### src/rtl/flags_ctrl_if.sv
// -----------------------------------------------------------------------------
// flags_ctrl_if
// Bundles every non-clock signal of the flags run-control sequencer.
//   slave  modport : view used by flags_ctrl (requests in, run/flag/branch out)
//   master modport : view used by the surrounding decoder / host / testbench
// Signals:
//   run_req, step_req, halt_req : single-cycle run-control pulses
//   c14, alu_flags              : ALU flag-update request and data {C,N,V,Z}
//   host_wr, host_flags         : host/debug flag write
//   flags_cur                   : current flags register contents
//   br_req, br_cond             : branch evaluation request and condition code
//   push, pop                   : shadow save/restore (used only with FLAGS_SHADOW_EN)
//   run, flag_we, flag_wdata    : execution enable and flags register write port
//   br_valid, br_taken          : branch result
//   host_err                    : host write rejected while running
//   cycle_cnt, state            : executed-cycle counter and FSM state (debug)
// -----------------------------------------------------------------------------
interface flags_ctrl_if #(
    parameter int CNT_W  = 16,
    parameter int COND_W = 3
);
    logic              run_req;
    logic              step_req;
    logic              halt_req;
    logic              c14;
    logic [3:0]        alu_flags;
    logic              host_wr;
    logic [3:0]        host_flags;
    logic [3:0]        flags_cur;
    logic              br_req;
    logic [COND_W-1:0] br_cond;
    logic              push;
    logic              pop;
    logic              run;
    logic              flag_we;
    logic [3:0]        flag_wdata;
    logic              br_valid;
    logic              br_taken;
    logic              host_err;
    logic [CNT_W-1:0]  cycle_cnt;
    logic [1:0]        state;

    modport slave (
        input  run_req, step_req, halt_req, c14, alu_flags, host_wr, host_flags,
               flags_cur, br_req, br_cond, push, pop,
        output run, flag_we, flag_wdata, br_valid, br_taken, host_err, cycle_cnt, state
    );

    modport master (
        output run_req, step_req, halt_req, c14, alu_flags, host_wr, host_flags,
               flags_cur, br_req, br_cond, push, pop,
        input  run, flag_we, flag_wdata, br_valid, br_taken, host_err, cycle_cnt, state
    );
endinterface

### src/rtl/flags_ctrl.sv
// -----------------------------------------------------------------------------
// flags_ctrl
// Run-control and flag-write sequencer for the i281 flags register.
// Ports:
//   clock : system clock
//   reset : synchronous, active-low reset
//   bus   : flags_ctrl_if.slave (run control, flag write arbitration,
//           branch evaluation, debug state/counter)
// Optional feature macro: FLAGS_SHADOW_EN adds a 4-bit shadow register driven
// by push/pop; without it push/pop are ignored.
//
// Handshake: br_req is a one-cycle request sampled at posedge; the result is
// presented as br_valid=1 with br_taken for exactly one cycle, one cycle later.
// There is no ready/back-pressure: each request yields one result, so requests
// on consecutive cycles produce results on consecutive cycles.
// -----------------------------------------------------------------------------
module flags_ctrl #(
    parameter int CNT_W  = 16,
    parameter int COND_W = 3
) (
    input  logic clock,
    input  logic reset,
    flags_ctrl_if.slave bus
);
    localparam logic [1:0] S_IDLE = 2'b00;
    localparam logic [1:0] S_RUN  = 2'b01;
    localparam logic [1:0] S_STEP = 2'b10;
    localparam logic [1:0] S_HALT = 2'b11;

    logic [1:0]       state_q, state_d;
    logic [CNT_W-1:0] cnt_q, cnt_d;
    logic [3:0]       wdata_q, wdata_d;
    logic             host_err_q, host_err_d;
    logic             br_valid_q, br_valid_d;
    logic             br_taken_q, br_taken_d;
    logic             run;
    logic             flag_we;
    logic [3:0]       fwd_flags;
    logic             cond_ok;

    assign run = (state_q == S_RUN) || (state_q == S_STEP);

    // Next state; halt_req has priority over step_req over run_req.
    always_comb begin
        state_d = state_q;
        case (state_q)
            S_IDLE, S_HALT: begin
                if (bus.halt_req)      state_d = state_q;
                else if (bus.step_req) state_d = S_STEP;
                else if (bus.run_req)  state_d = S_RUN;
            end
            S_RUN:   if (bus.halt_req) state_d = S_HALT;
            default: state_d = S_HALT;  // STEP lasts exactly one cycle
        endcase
    end

`ifdef FLAGS_SHADOW_EN
    logic [3:0] shadow_q, shadow_d;
`else
    logic unused_shadow_ins;
    assign unused_shadow_ins = bus.push ^ bus.pop;
`endif

    // Flag write arbitration. wdata_d doubles as the held value when no write.
    always_comb begin
        flag_we = 1'b0;
        wdata_d = wdata_q;
`ifdef FLAGS_SHADOW_EN
        if (run && bus.pop) begin
            flag_we = 1'b1;
            wdata_d = shadow_q;
        end else
`endif
        if (run && bus.c14) begin
            flag_we = 1'b1;
            wdata_d = bus.alu_flags;
        end else if (!run && bus.host_wr) begin
            flag_we = 1'b1;
            wdata_d = bus.host_flags;
        end
    end

    // Branches see a flag write happening in the same cycle.
    assign fwd_flags = flag_we ? wdata_d : bus.flags_cur;

`ifdef FLAGS_SHADOW_EN
    // pop wins over push, so a simultaneous push leaves the shadow alone.
    always_comb begin
        shadow_d = shadow_q;
        if (run && bus.push && !bus.pop) shadow_d = fwd_flags;
    end
`endif

    // Condition evaluation; flags are {C,N,V,Z}.
    always_comb begin
        cond_ok = 1'b0;
        case (bus.br_cond)
            COND_W'(0): cond_ok = 1'b1;
            COND_W'(1): cond_ok = fwd_flags[0];
            COND_W'(2): cond_ok = !fwd_flags[0];
            COND_W'(3): cond_ok = fwd_flags[2] ^ fwd_flags[1];
            COND_W'(4): cond_ok = !(fwd_flags[2] ^ fwd_flags[1]);
            COND_W'(5): cond_ok = fwd_flags[3];
            COND_W'(6): cond_ok = !fwd_flags[3];
            COND_W'(7): cond_ok = !fwd_flags[0] && !(fwd_flags[2] ^ fwd_flags[1]);
            default:    cond_ok = 1'b0;
        endcase
    end

    assign cnt_d      = run ? cnt_q + CNT_W'(1) : cnt_q;
    assign host_err_d = run && bus.host_wr;
    assign br_valid_d = bus.br_req;
    assign br_taken_d = bus.br_req && cond_ok;

    always_ff @(posedge clock) begin
        if (!reset) begin
            state_q    <= S_IDLE;
            cnt_q      <= '0;
            wdata_q    <= 4'b0000;
            host_err_q <= 1'b0;
            br_valid_q <= 1'b0;
            br_taken_q <= 1'b0;
`ifdef FLAGS_SHADOW_EN
            shadow_q   <= 4'b0000;
`endif
        end else begin
            state_q    <= state_d;
            cnt_q      <= cnt_d;
            wdata_q    <= wdata_d;
            host_err_q <= host_err_d;
            br_valid_q <= br_valid_d;
            br_taken_q <= br_taken_d;
`ifdef FLAGS_SHADOW_EN
            shadow_q   <= shadow_d;
`endif
        end
    end

    assign bus.run        = run;
    assign bus.flag_we    = flag_we;
    assign bus.flag_wdata = wdata_d;
    assign bus.br_valid   = br_valid_q;
    assign bus.br_taken   = br_taken_q;
    assign bus.host_err   = host_err_q;
    assign bus.cycle_cnt  = cnt_q;
    assign bus.state      = state_q;
endmodule

### src/flat_wrapper.sv
// flat-port wrapper written by rule: the top's interface ports become plain ports
module flags_ctrl_flat 
#(
    parameter int CNT_W  = 16,
    parameter int COND_W = 3
)
  (clock, reset, bus_run_req, bus_step_req, bus_halt_req, bus_c14, bus_alu_flags, bus_host_wr, bus_host_flags, bus_flags_cur, bus_br_req, bus_br_cond, bus_push, bus_pop, bus_run, bus_flag_we, bus_flag_wdata, bus_br_valid, bus_br_taken, bus_host_err, bus_cycle_cnt, bus_state);
  flags_ctrl_if #(.CNT_W(CNT_W), .COND_W(COND_W)) bus_i ();
  input  logic clock;
  input  logic reset;
  input wire logic [$bits(bus_i.run_req)-1:0] bus_run_req;
  input wire logic [$bits(bus_i.step_req)-1:0] bus_step_req;
  input wire logic [$bits(bus_i.halt_req)-1:0] bus_halt_req;
  input wire logic [$bits(bus_i.c14)-1:0] bus_c14;
  input wire logic [$bits(bus_i.alu_flags)-1:0] bus_alu_flags;
  input wire logic [$bits(bus_i.host_wr)-1:0] bus_host_wr;
  input wire logic [$bits(bus_i.host_flags)-1:0] bus_host_flags;
  input wire logic [$bits(bus_i.flags_cur)-1:0] bus_flags_cur;
  input wire logic [$bits(bus_i.br_req)-1:0] bus_br_req;
  input wire logic [$bits(bus_i.br_cond)-1:0] bus_br_cond;
  input wire logic [$bits(bus_i.push)-1:0] bus_push;
  input wire logic [$bits(bus_i.pop)-1:0] bus_pop;
  output wire logic [$bits(bus_i.run)-1:0] bus_run;
  output wire logic [$bits(bus_i.flag_we)-1:0] bus_flag_we;
  output wire logic [$bits(bus_i.flag_wdata)-1:0] bus_flag_wdata;
  output wire logic [$bits(bus_i.br_valid)-1:0] bus_br_valid;
  output wire logic [$bits(bus_i.br_taken)-1:0] bus_br_taken;
  output wire logic [$bits(bus_i.host_err)-1:0] bus_host_err;
  output wire logic [$bits(bus_i.cycle_cnt)-1:0] bus_cycle_cnt;
  output wire logic [$bits(bus_i.state)-1:0] bus_state;
  assign bus_i.run_req = bus_run_req;
  assign bus_i.step_req = bus_step_req;
  assign bus_i.halt_req = bus_halt_req;
  assign bus_i.c14 = bus_c14;
  assign bus_i.alu_flags = bus_alu_flags;
  assign bus_i.host_wr = bus_host_wr;
  assign bus_i.host_flags = bus_host_flags;
  assign bus_i.flags_cur = bus_flags_cur;
  assign bus_i.br_req = bus_br_req;
  assign bus_i.br_cond = bus_br_cond;
  assign bus_i.push = bus_push;
  assign bus_i.pop = bus_pop;
  assign bus_run = bus_i.run;
  assign bus_flag_we = bus_i.flag_we;
  assign bus_flag_wdata = bus_i.flag_wdata;
  assign bus_br_valid = bus_i.br_valid;
  assign bus_br_taken = bus_i.br_taken;
  assign bus_host_err = bus_i.host_err;
  assign bus_cycle_cnt = bus_i.cycle_cnt;
  assign bus_state = bus_i.state;
  flags_ctrl #(.CNT_W(CNT_W), .COND_W(COND_W)) u_core (.clock(clock), .reset(reset), .bus(bus_i));
endmodule
### config.mk
export PLATFORM = sky130hd
export DESIGN_NAME = flags_ctrl_flat
export DESIGN_NICKNAME = d
export VERILOG_FILES = /design/src/rtl/flags_ctrl_if.sv /design/src/rtl/flags_ctrl.sv /design/src/flat_wrapper.sv
export SDC_FILE = /design/constraint.sdc
export NUM_CORES = 1
export LEC_CHECK = 0
export ABC_CLOCK_PERIOD_IN_PS = 1900
export CAP_MARGIN = 5
export CELL_PAD_IN_SITES_DETAIL_PLACEMENT = 2
export CELL_PAD_IN_SITES_GLOBAL_PLACEMENT = 2
export CORE_MARGIN = 2
export CORE_UTILIZATION = 22
export CTS_CLUSTER_DIAMETER = 40
export DETAILED_ROUTE_END_ITERATION = 6
export PLACE_DENSITY = 0.81
export SLEW_MARGIN = 20
export SYNTH_ARGS = -nofsm -noshare
export SYNTH_HDL_FRONTEND = slang
export SYNTH_SLANG_ARGS = --single-unit
### constraint.sdc
create_clock -name clock -period 1.9 [get_ports clock]
set_clock_uncertainty 0.05 [all_clocks]
set_input_delay 0.19 -clock clock [delete_from_list [all_inputs] [get_ports clock]]
set_output_delay 0.19 -clock clock [all_outputs]
set_load 0.01 [all_outputs]
Word-level counts from Yosys, hierarchy flattened --
Index checks and enable logic that the tools add are counted.
Operators by class: bitwise operators 1, equal/unequal tests 13, reductions and logical operators 14, muxes and demuxes 11, $add $sub $neg 1
Operators by type and width (count):
- adder 16 x 1 -> 16 bit (second input constant) | 1
- equality test 3 bit (second input constant) | 4
- 2-to-1 mux 4 bit | 3
- 2-to-1 mux 2 bit | 4
- one-hot mux 1 bit (8 select lines) | 1
- equality test 3 x 2 -> 1 bit (second input constant) | 2
- logical AND 1 bit | 5
- equality test 2 bit (second input constant) | 2
- logical NOT 1 bit | 4
- inequality test 2 bit (second input constant) | 2
- one-hot mux 2 bit (2 select lines) | 1
- equality test 3 x 1 -> 1 bit (second input constant) | 1
- logical NOT 3 bit | 1
- inequality test 3 bit (second input constant) | 1
- AND reduction 3 bit | 1
- equality test 2 x 1 -> 1 bit (second input constant) | 1
- logical NOT 2 bit | 1
- 2-to-1 mux 1 bit | 2
- OR reduction 2 bit | 1
- logical OR 1 bit | 1
- XOR 1 bit | 1
Storage, ports and cells: bits of input ports 25, register bits 25, output and inout port bits 27

Logic depth before layout (Yosys ltp) --
word-level depth 12, mapped depth 8

Worst setup path after synthesis --
No wires, ideal clock.
path kind register to register, from register u_core.state_q[1] (netlist: u_core.bus.state[1]), to register u_core.br_taken_q (netlist: u_core.bus.br_taken), path slack -0.143 ns, data arrival time 1.868 ns, cell stages (with the launch flop) 9, clock period less this slack 2.043 ns, path through dfxtp_1 inv_1 ha_1 buf_6 inv_2 mux2_2 a21oi_2 mux2i_1 o41a_1
On the way: word-level cells in the longest chain between the ends 12
Ends and longest elaborated chain:
- start, declared | RTL line flags_ctrl.sv:30 | logic [1:0] state_q, state_d;
- start signal, assigned | RTL line flags_ctrl.sv:127 | state_q <= state_d;
- equality test 2 x 1 -> 1 bit or equality test 2 bit (tied branches) | RTL line flags_ctrl.sv:41 | assign run = (state_q == S_RUN) || (state_q == S_STEP);
- logical OR 1 bit (*) | RTL line flags_ctrl.sv:41
- net bus_run | RTL line flat_wrapper.sv:23 | output wire logic [$bits(bus_i.run)-1:0] bus_run;
- logical NOT 1 bit | RTL line flags_ctrl.sv:77 | end else if (!run && bus.host_wr) begin
- logical AND 1 bit | RTL line flags_ctrl.sv:77
- 2-to-1 mux 4 bit or 2-to-1 mux 1 bit (tied branches) | RTL line flags_ctrl.sv:77
- 2-to-1 mux 4 bit or 2-to-1 mux 1 bit (tied branches) | RTL line flags_ctrl.sv:74 | if (run && bus.c14) begin
- 2-to-1 mux 4 bit (*) | RTL line flags_ctrl.sv:84 | assign fwd_flags = flag_we ? wdata_d : bus.flags_cur;
- XOR 1 bit | RTL line flags_ctrl.sv:101, flags_ctrl.sv:102, flags_ctrl.sv:105
- logical NOT 1 bit | RTL line flags_ctrl.sv:102, flags_ctrl.sv:105
- logical AND 1 bit | RTL line flags_ctrl.sv:105 | COND_W'(7): cond_ok = !fwd_flags[0] && !(fwd_flags[2] ^ fwd_flags[1]);
- one-hot mux 1 bit (8 select lines) (*) | RTL line flags_ctrl.sv:97 | case (bus.br_cond)
- logical AND 1 bit (*) | RTL line flags_ctrl.sv:113 | assign br_taken_d = bus.br_req && cond_ok;
- end signal, assigned | RTL line flags_ctrl.sv:132 | br_taken_q <= br_taken_d;
- end, declared | RTL line flags_ctrl.sv:35 | logic br_taken_q, br_taken_d;
The timed path passes the listed nets; every way through them passes the cells marked *. A chain may end at the register's enable or synchronous reset.

Worst setup path in the final report --
from register u_core.state_q[1] (netlist: u_core.bus.state[1]), to register u_core.cnt_q[10] (netlist: u_core.bus.cycle_cnt[10])
On the way: word-level cells in the longest chain between the ends 2
Ends and longest elaborated chain:
- equality test 2 x 1 -> 1 bit or equality test 2 bit (tied branches) | RTL line flags_ctrl.sv:41
- logical OR 1 bit (*) | RTL line flags_ctrl.sv:41
- end signal, assigned | RTL line flags_ctrl.sv:128 | cnt_q <= cnt_d;
- end, declared | RTL line flags_ctrl.sv:31 | logic [CNT_W-1:0] cnt_q, cnt_d;
Every way passes the cells marked *; elsewhere a longest branch is shown, timed or not.

==> qor.yml <==
nets: 253
crit_path_end: "u_core.bus.cycle_cnt[10]"
cts-htree-levels: 1
grt_max_degree: 25
grt_pass1_wl_um: 7670
drc: 0
cts_tree: "yes"
yosys_warnings: 0
p_int_mw: 1.30
critPathArrivalTime_ps: 2080
reg2reg_to: "u_core.bus.cycle_cnt[10]"
min_period_ps: 1940
ys_seq_area_share_pct: 36.5
cts-root-buf: "clkbuf_8"
die_h_um: 83.0
cts_buffers: 3
synth_area_leaders: "dfxtp_1 (36%), and2_1 (7.8%), xnor2_1 (6.4%)"
synth_area_um2: 1370
dpl.cell_count: 291
p_per_area_nw_per_um2: 898
synth-edff-count: 0
place_hpwl_um: 3380
ys.flop_type: "dfxtp_1"
critPathLaunch: "u_core.bus.state[1]"
ys_ff_latch: 25
die_w_um: 83.0
violations: "negative setup slack"
max_freq_ghz: 0.516
place_congestion: 0.716
status: "finished with violations"
antenna_found_initial: 0
yosysTopAreaCell: "dfxtp_1"
grt_pass1_vias: 1534
critPathLaunchType: "register"
io_pins: 52
max_slew.worst_pin.slew_ps: 399
fin_cells: 300
slew_violations: 0
fin_ws_ps: -38.7
hold_class: "in -> reg"
timing.rr.start: "u_core.bus.state[1]"
whs_ps: 447
drtPass1Iterations: 4
gr-total-overflow: 0
crit_required_ps: 2040
yosysTopAreaCellShare_pct: 36.5
tns_ps: -112
r2r_setup_slack_ps: -40
synth.distinct_cells: 38
drtAntennaViolNets: 0
sequentialPowerShare_pct: 32.5
start_util_pct: 23.0
clock-sinks: 25
yosysMostFrequentCell: "dfxtp_1"
final_layout_size_suffix_gt1_share_pct: 20.9
cap_violations: 0
path_class: "reg -> reg"
dieArea_um2: 6880
syn2layout_area_growth_pct: 61.7
synthCells: 154
synth-async-reset-ratio_pct: 0
finalHoldViolations: 0
finalWirelength_um: 4640
cts_max_path_buffers: 2
relSlewSlack_pct: 73.3
path_clk_slew_ps: 100
post_drt_wl_per_cell_um: 15.5
crit_fanout: 7
end_kind: "register"
reg2reg_depth: 9
drt_iter0_drc: 18
num_vias: 1363
switchingPower_mw: 0.694
rsz0062_at_grt: "true"
utilization_pct: 37.2
syn_nets: 181
rows: 28
viasPerCell: 4.54
power_frac_clock_pct: 17.2
n_fill_cell: 680
setup_viol: 5
ys_top_cells_by_count: "dfxtp_1 (25), and2_1 (17), nand2_1 (12)"
diodes: 0
finalPower_mw: 1.99
p_leak_nw: 0.916
fin_crit_sh_pct: 102
clk_latency_ps: 280
max-vdd-ir-drop_uv: 392
min-delay-start: "bus_br_req"
port_buffers: 49
p_comb_share_pct: 50.3
grtUsageTotal_pct: 13.5
floorplan.core_area_um2: 5960
p_sw_share_pct: 34.8
syn_area_per_cell_um2: 8.90
[registers in the layout, indices dropped and copies added (netlist names)]
register,count
u_core.bus.br_valid,1
u_core.wdata_q,4
u_core.bus.br_taken,1
u_core.bus.state,2
u_core.bus.cycle_cnt,16
u_core.bus.host_err,1
[critical path, stage by stage (launching register included)]
cell and delay, ps:
dfxtp_2 340, inv_2 40, ha_4 230, buf_6 130, and3b_2 300, buf_4 130
and3_4 190, nand4_1 120, xnor2_1 150, and2_1 150
[cell type report]
class,count,area (µm²),share of cell area [%]
multi-input combinational,118,873,39.4
clock buffer,3,41.3,1.86
tap,75,93.8,4.23
sequential,25,503,22.7
clock inverter,1,5.00,0.226
timing repair buffer,73,679,30.6
inverter,5,21.3,0.959
[how the worst min path moves through the flow]
stage,endpoint,slack (ps),depth (start not counted)
3_3_place_gp,u_core.bus.cycle_cnt[7],450,2
4_1_cts,u_core.bus.cycle_cnt[7],460,2
6_report,u_core.bus.br_valid,450,2
2_1_floorplan,u_core.bus.br_valid,280,1
5_1_grt,u_core.bus.br_valid,460,2
3_5_place_dp,u_core.bus.cycle_cnt[7],450,2
[logic make-up after synthesis]
group / synth area share (%)
AOI/OAI and AO/OA: 12.8
and+or+nand+nor: 27.6
buffers and inverters: 4.65
muxes: 7.03
xor gates and xnor gates: 9.58
DFF: 36.5
adders and majority gates: 1.82
[per-layer routing]
metal	track usage, %	vias to the layer above	part of all wire [%]
met2	25.6	26	55
met4	2.53	0	0.78
met5	0	-	0
li1	-	677	-
met3	2.88	5	3.0
met1	15.6	655	41
[cells in the final DEF (no fill, tap or decap), types with 2 or more instances in the layout]
| cell type | n |
|---|---|
| a211oi_1 | 2 |
| o21ai_0 | 8 |
| mux2i_1 | 7 |
| inv_1 | 3 |
| xor2_1 | 5 |
| dlygate4sd2_1 | 4 |
| and2_1 | 17 |
| mux2_4 | 2 |
| or2b_1 | 3 |
| and3_1 | 3 |
| clkbuf_8 | 3 |
| a21oi_1 | 4 |
| o21ai_1 | 2 |
| clkdlybuf4s50_1 | 43 |
| buf_4 | 19 |
| nand2_1 | 11 |
| nor2b_1 | 3 |
| nand4_1 | 3 |
| nor2_1 | 6 |
| nor3_1 | 2 |
| dfxtp_1 | 23 |
| a21boi_1 | 3 |
| dfxtp_2 | 2 |
| nand3_1 | 3 |
| or3_1 | 3 |
| buf_6 | 5 |
| xnor2_1 | 10 |
| o211ai_1 | 3 |
[per-stage QoR]
stage,cell area [µm²],setup slack (ps)
2_1_floorplan,1380,-52.6
3_3_place_gp,2060,-130
5_1_grt,2220,-142
4_1_cts,2170,6.04
3_5_place_dp,2060,-248
6_report,2220,-38.7
[power groups by stage]
stage | clock network, mW | logic [mW] | registers (mW)
finish | 0.342 | 1.00 | 0.647
detailed placement | 0 | 0.982 | 0.654
global route | 0.376 | 1.11 | 0.659
global placement | 0 | 0.959 | 0.650
floorplan | 0 | 0.455 | 0.675
CTS | 0.343 | 1.01 | 0.649
[what timing repair did]
| item | 4_1_cts | 5_1_grt |
|---|---|---|
| hold buffers | 0 | 0 |
| buffers inserted | 2 | 3 |
| setup endpoints to repair | 18 | 14 |
| gates resized for setup | 22 | 10 |
| hold endpoints to repair | 0 | 0 |
| pin swaps | 2 | 8 |
Power figures use the tool's default switching activity.
==> variant 1 (same settings) <==
`COND_W` is set to 3 in 3 places; all go to 6.
--- a/src/rtl/flags_ctrl_if.sv
+++ b/src/rtl/flags_ctrl_if.sv
@@ -17,7 +17,7 @@
 // -----------------------------------------------------------------------------
 interface flags_ctrl_if #(
     parameter int CNT_W  = 16,
-    parameter int COND_W = 3
+    parameter int COND_W = 6
 );
     logic              run_req;
     logic              step_req;
--- a/src/rtl/flags_ctrl.sv
+++ b/src/rtl/flags_ctrl.sv
@@ -16,7 +16,7 @@
 // -----------------------------------------------------------------------------
 module flags_ctrl #(
     parameter int CNT_W  = 16,
-    parameter int COND_W = 3
+    parameter int COND_W = 6
 ) (
     input  logic clock,
     input  logic reset,
--- a/src/flat_wrapper.sv
+++ b/src/flat_wrapper.sv
@@ -2,7 +2,7 @@
 module flags_ctrl_flat 
 #(
     parameter int CNT_W  = 16,
-    parameter int COND_W = 3
+    parameter int COND_W = 6
 )
   (clock, reset, bus_run_req, bus_step_req, bus_halt_req, bus_c14, bus_alu_flags, bus_host_wr, bus_host_flags, bus_flags_cur, bus_br_req, bus_br_cond, bus_push, bus_pop, bus_run, bus_flag_we, bus_flag_wdata, bus_br_valid, bus_br_taken, bus_host_err, bus_cycle_cnt, bus_state);
   flags_ctrl_if #(.CNT_W(CNT_W), .COND_W(COND_W)) bus_i ();
Ports: changed (resized bus_br_cond); port bits go from 52 to 55. The function was not compared with the original's and may differ.
==> variant 1 against the original RTL <==
Worst setup slack improved by 83 ps. Maximum frequency grew 4.5%. Sequential cell count unchanged. Design area fell by 1.0%. Clock power decreased by 4%. Routed wire length fell by 12%. Critical path depth unchanged. Area after synthesis up 0.82%. Power is 0.67% lower.
==> variant 1: results (changes against the original RTL) <==
Outcome
  • Status: finished clean

Power
  • Max VDD drop: 0.453 mV (+15%)
  • Leakage power: 0.922 nW (+0.66%)
  • P per Cell Area: 901 nW/um2 (+0.35%)
  • Comb pwr: 0.00101 W
  • Switching share of total power: 33.7% (-1.2 points)
  • Sequential Power: 0.000640 W (-1%)

CTS
  • Worst-skew pair later-pin latency: 270 ps
  • CTS root buffer: clkbuf_8
  • CTS Buf Count: 3 (unchanged)
  • Clock-pin slew on the worst setup and hold paths: 90 ps
  • H-tree levels: 1 (unchanged)
  • Clk buf depth: 2 (unchanged)

Worst setup path
  • Worst Reg-to-Reg Cells: 9 (unchanged)
  • CP startpoint: u_core.bus.state[1]
  • Arr. time, crit path: 2000 ps (-80 ps)
  • CP max stage cell: dfxtp_2
  • Critical path fanouts, max: 8 (+1)
  • Crit-path leading delay family: buffers and inverters
  • Crit-path max cell delay: 340 ps (about the same)

Place
  • PortBufs: 52 (+6.1%)
  • Cell Area, Placed: 2060 um2 (-0.18%)
  • Final HPWL DP: 3.17 mm (-6.3%)
  • GPL Wtd Cong: 0.721 (+0.74%)
  • Cell total after placement: 289 (-0.69%)

Synthesis
  • Number of library cell types mapped by synthesis: 34 (-11%)
  • Top post-synthesis cells by area: dfxtp_1, mux2i_1, and2_1
  • Register area share after synthesis: 36.2% (-0.30 points)
  • Most frequent cells after synthesis: dfxtp_1, and2_1, nand2_1, mux2i_1, xnor2_1
  • FFs w/ async S/R, synth: 0% (unchanged)
  • Synth warnings: 0 (unchanged)
  • Average size of a mapped cell: 8.86 um2 (-0.47%)
  • Syn_nets: 186 (+2.8%)

Layout
  • Fin nets: 255 (+0.79%)
  • Antenna Cells: 0 (unchanged)
  • Share of cells above drive strength 1: 17.9% (-3.0 points)
  • Max reg flops: 16 (unchanged)
  • Final Non-Filler Cells: 299 (-0.33%)

STA
  • Final setup fails: 0 (-5)
  • Slew HR: 83.4% (+10 points)
  • Final TNS setup: 0 ps (+112 ps)

Min path
  • Min-delay src: bus_br_req
  • Worst Hold Depth: 2 (unchanged)
  • Hold Crit Class: input pin to register

Detailed routing
  • Total iterations of the first detailed-routing run: 4 (unchanged)
  • Detailed-route wire length: 4.11 mm (-12%)
  • First DRT Iteration DRCs: 13 (-5)
  • Avg Vias per Cell: 4.47 (-1.5%)

GRT
  • Total track usage: 11.3% (-2.2 points)
  • Vias in the first global route: 1347 (-12%)
  • Global-route wire length before repair: 6.47 mm (-16%)
  • Largest net degree at the start of global routing: 23 (-8.0%)
  • Total global routing overflow: 0 (unchanged)
  • Initial antenna violation count: 0 (unchanged)
-- variant 1: logic make-up after synthesis --
logic type / synth area share, %
DFF: 36.2
buffers and inverters: 4.07
AOI/OAI and AO/OA: 9.86
muxes: 9.50
adders and majority gates: 1.81
and+or+nand+nor: 28.4
xor gates and xnor gates: 10.1
-- variant 1: final cells by class --
class                           count  area, um2
Fill cell                         670       3800
Multi-Input combinational cell    120        880
Timing Repair Buffer               72        662
Sequential cell                    25        502
Tap cell                           75       93.8
Clock buffer                        3       41.3
Inverter                            3       11.3
Clock inverter                      1       5.00
-- variant 1: final timing paths --
kind / slack [ps] / end
max: 40 / u_core.bus.br_taken
min: 440 / u_core.bus.br_valid
max reg2reg: 40 / u_core.bus.br_taken
min reg2reg: 490 / u_core.bus.cycle_cnt[12]
-- variant 1: stage by stage --
| stage | setup slack, ps | utilization, % | hold slack [ps] |
|---|---|---|---|
| global route | -60.7 | 36.6 | 458 |
| floorplan | 61.0 | - | 284 |
| global placement | -143 | 34.3 | 469 |
| detailed placement | -222 | 34.3 | 490 |
| CTS | 3.71 | 35.3 | 437 |
| finish | 44.4 | 36.6 | 443 |
-- variant 1: timing repair --
item | 4_1_cts | 5_1_grt
setup buffers | 0 | 6
pin swaps | 0 | 6
setup endpoints to repair | 20 | 10
resized for setup | 11 | 16
hold buffers | 0 | 0
-- variant 1: layer usage --
| layer | part of all wire (%) | vias to the layer above | track usage, % |
|---|---|---|---|
| li1 | - | 669 | - |
| met1 | 43 | 638 | 13.6 |
| met2 | 53 | 29 | 20.6 |
| met3 | 4.0 | 2 | 2.09 |
| met4 | 0.29 | 0 | 2.68 |
| met5 | 0 | - | 0 |
==> variant 2 (same settings) <==
Without the edit above. Make the reset (`reset`) asynchronous in one clocked block. Comments in the files are not updated.
--- a/src/rtl/flags_ctrl.sv
+++ b/src/rtl/flags_ctrl.sv
@@ -112,7 +112,7 @@
     assign br_valid_d = bus.br_req;
     assign br_taken_d = bus.br_req && cond_ok;
 
-    always_ff @(posedge clock) begin
+    always_ff @(posedge clock or negedge reset) begin
         if (!reset) begin
             state_q    <= S_IDLE;
             cnt_q      <= '0;
Check against the original RTL: differs if reset is asserted again (counterexample within 4 cycles, from zero or initial values and one cycle with reset low); with reset held inactive, the same outputs for 10 cycles.
==> variant 2 against the original RTL <==
Critical path depth down 2. Area after synthesis down 0.18%. Routed wire length down 14%. Cell count down 7.3%. Via count fell by 9.5%. Core utilization shrank 0.25 points. Design area shrank 0.68%. Critical path type unchanged. Global-route usage shrank 1.4 points. Sequential power is 25% higher. Largest cell class unchanged. Worst setup slack better by 110 ps. Die area shrank 0.17%. Sequential cell count unchanged. Power increased by 39%.
==> variant 2: results (changes against the original RTL) <==
Outcome
  • Status: finished clean

Place
  • Final HPWL DP: 2.97 mm (-12%)
  • Place WS: -242 ps (+6.28 ps)
  • Cell Area, Placed: 2050 um2 (-0.67%)
  • GPL Wtd Cong: 0.734 (+2.5%)
  • Cell total after placement: 266 (-8.6%)

Worst setup path
  • Reg2reg end: u_core.bus.cycle_cnt[13]
  • FF-to-FF Start: u_core.bus.state[0]
  • Critical path fanouts, max: 6 (-1)
  • CP max stage cell: dfrtp_1
  • Worst Reg-to-Reg Cells: 7 (-2)
  • CP startpoint: u_core.bus.state[0]
  • Reg2Reg Setup Slack: 70 ps (+110 ps)
  • Arr. time, crit path: 1950 ps (-130 ps)
  • Crit-path max cell delay: 420 ps (+80 ps)

STA
  • Hold WS: 236 ps (-211 ps)
  • Worst-Margin Slew: 334 ps (-65.6 ps)
  • Final TNS setup: 0 ps (+112 ps)
  • Final Cycle Share: 96.5% (-5.5 points)

GRT
  • GR Util met3: 2.19% (-0.70 points)
  • Total track usage: 12.1% (-1.4 points)
  • Initial antenna violation count: 0 (unchanged)
  • Vias in the first global route: 1439 (-6.2%)
  • GR Layer Usage met1: 14.4% (-1.2 points)
  • Met2 usage: 22.1% (-3.5 points)
  • Largest net degree at the start of global routing: 26 (+4.0%)
  • Global-route wire length before repair: 6.86 mm (-11%)

Detailed routing
  • Max Used Layer: met4
  • Detailed-route wire length: 4.00 mm (-14%)
  • Metal-1 WL: 1.68 mm (-13%)
  • First DRT Iteration DRCs: 14 (-4)
  • Met2 wire len: 2.13 mm (-17%)
  • WL met3: 146 um (+6.6%)
  • Avg Vias per Cell: 4.44 (-2.3%)

Min path
  • Hold Crit Class: input pin to async pin

Layout
  • Fin nets: 231 (-8.7%)
  • Share of cells above drive strength 1: 24.6% (+3.7 points)
  • Final Non-Filler Cells: 278 (-7.3%)
  • Antenna Cells: 0 (unchanged)

Synthesis
  • Register area share after synthesis: 45.7% (+9.2 points)
  • Syn_nets: 156 (-14%)
  • Most frequent cells after synthesis: dfrtp_1, xnor2_1, nand2_1, nor2_1, mux2i_1
  • Compound-Gate Fraction of Synth Area: 9.87% (-2.9 points)
  • Post-Synth Adder-Cell Area: 1.83% (+0.0033 points)
  • Post-Synthesis Cells: 129 (-16%)
  • XOR/XNOR Fraction of Synth Area: 11.5% (+1.9 points)
  • Number of library cell types mapped by synthesis: 38 (unchanged)
  • Top post-synthesis cells by area: dfrtp_1, xnor2_1, mux2i_1
  • FFs w/ async S/R, synth: 100% (+100 points)
  • Synth warnings: 0 (unchanged)
  • Mux contribution to synthesized area: 8.59% (+1.6 points)

CTS
  • Post-CTS setup buffer count: 5 (+3)
  • CTS Buf Count: 3 (unchanged)
  • H-tree levels: 1 (unchanged)
  • Post_cts resized: 19 (-14%)

Power
  • Leakage power: 0.955 nW (+4.2%)
  • Max VDD drop: 0.393 mV (+0.17%)
variant 2: cell types whose count changed after synthesis, sizes merged, moves of 3 or more:
cell | unedited run | this run
dfrtp | 0 | 25
o21ai | 11 | 3
and2 | 17 | 1
nor3 | 4 | 1
dfxtp | 25 | 0
xnor2 | 10 | 13
nand3 | 3 | 7
a21boi | 3 | 0
nor2 | 6 | 9
variant 2: layout make-up:
| cell class | count | area, um2 |
|---|---|---|
| clock inverters | 1 | 5.00 |
| well taps | 75 | 93.8 |
| multi-input cells | 96 | 748 |
| repair buffers | 74 | 673 |
| clock buffers | 3 | 41.3 |
| flip-flops and latches | 25 | 626 |
| fillers | 679 | 3750 |
| inverters | 4 | 15.0 |
variant 2: where the power goes:
group | switching [W] | internal [W] | total [W]
logic | 0.000705 | 0.000942 | 0.00165
clock network | 0.000174 | 0.000147 | 0.000321
registers | 0.000131 | 0.000679 | 0.000810
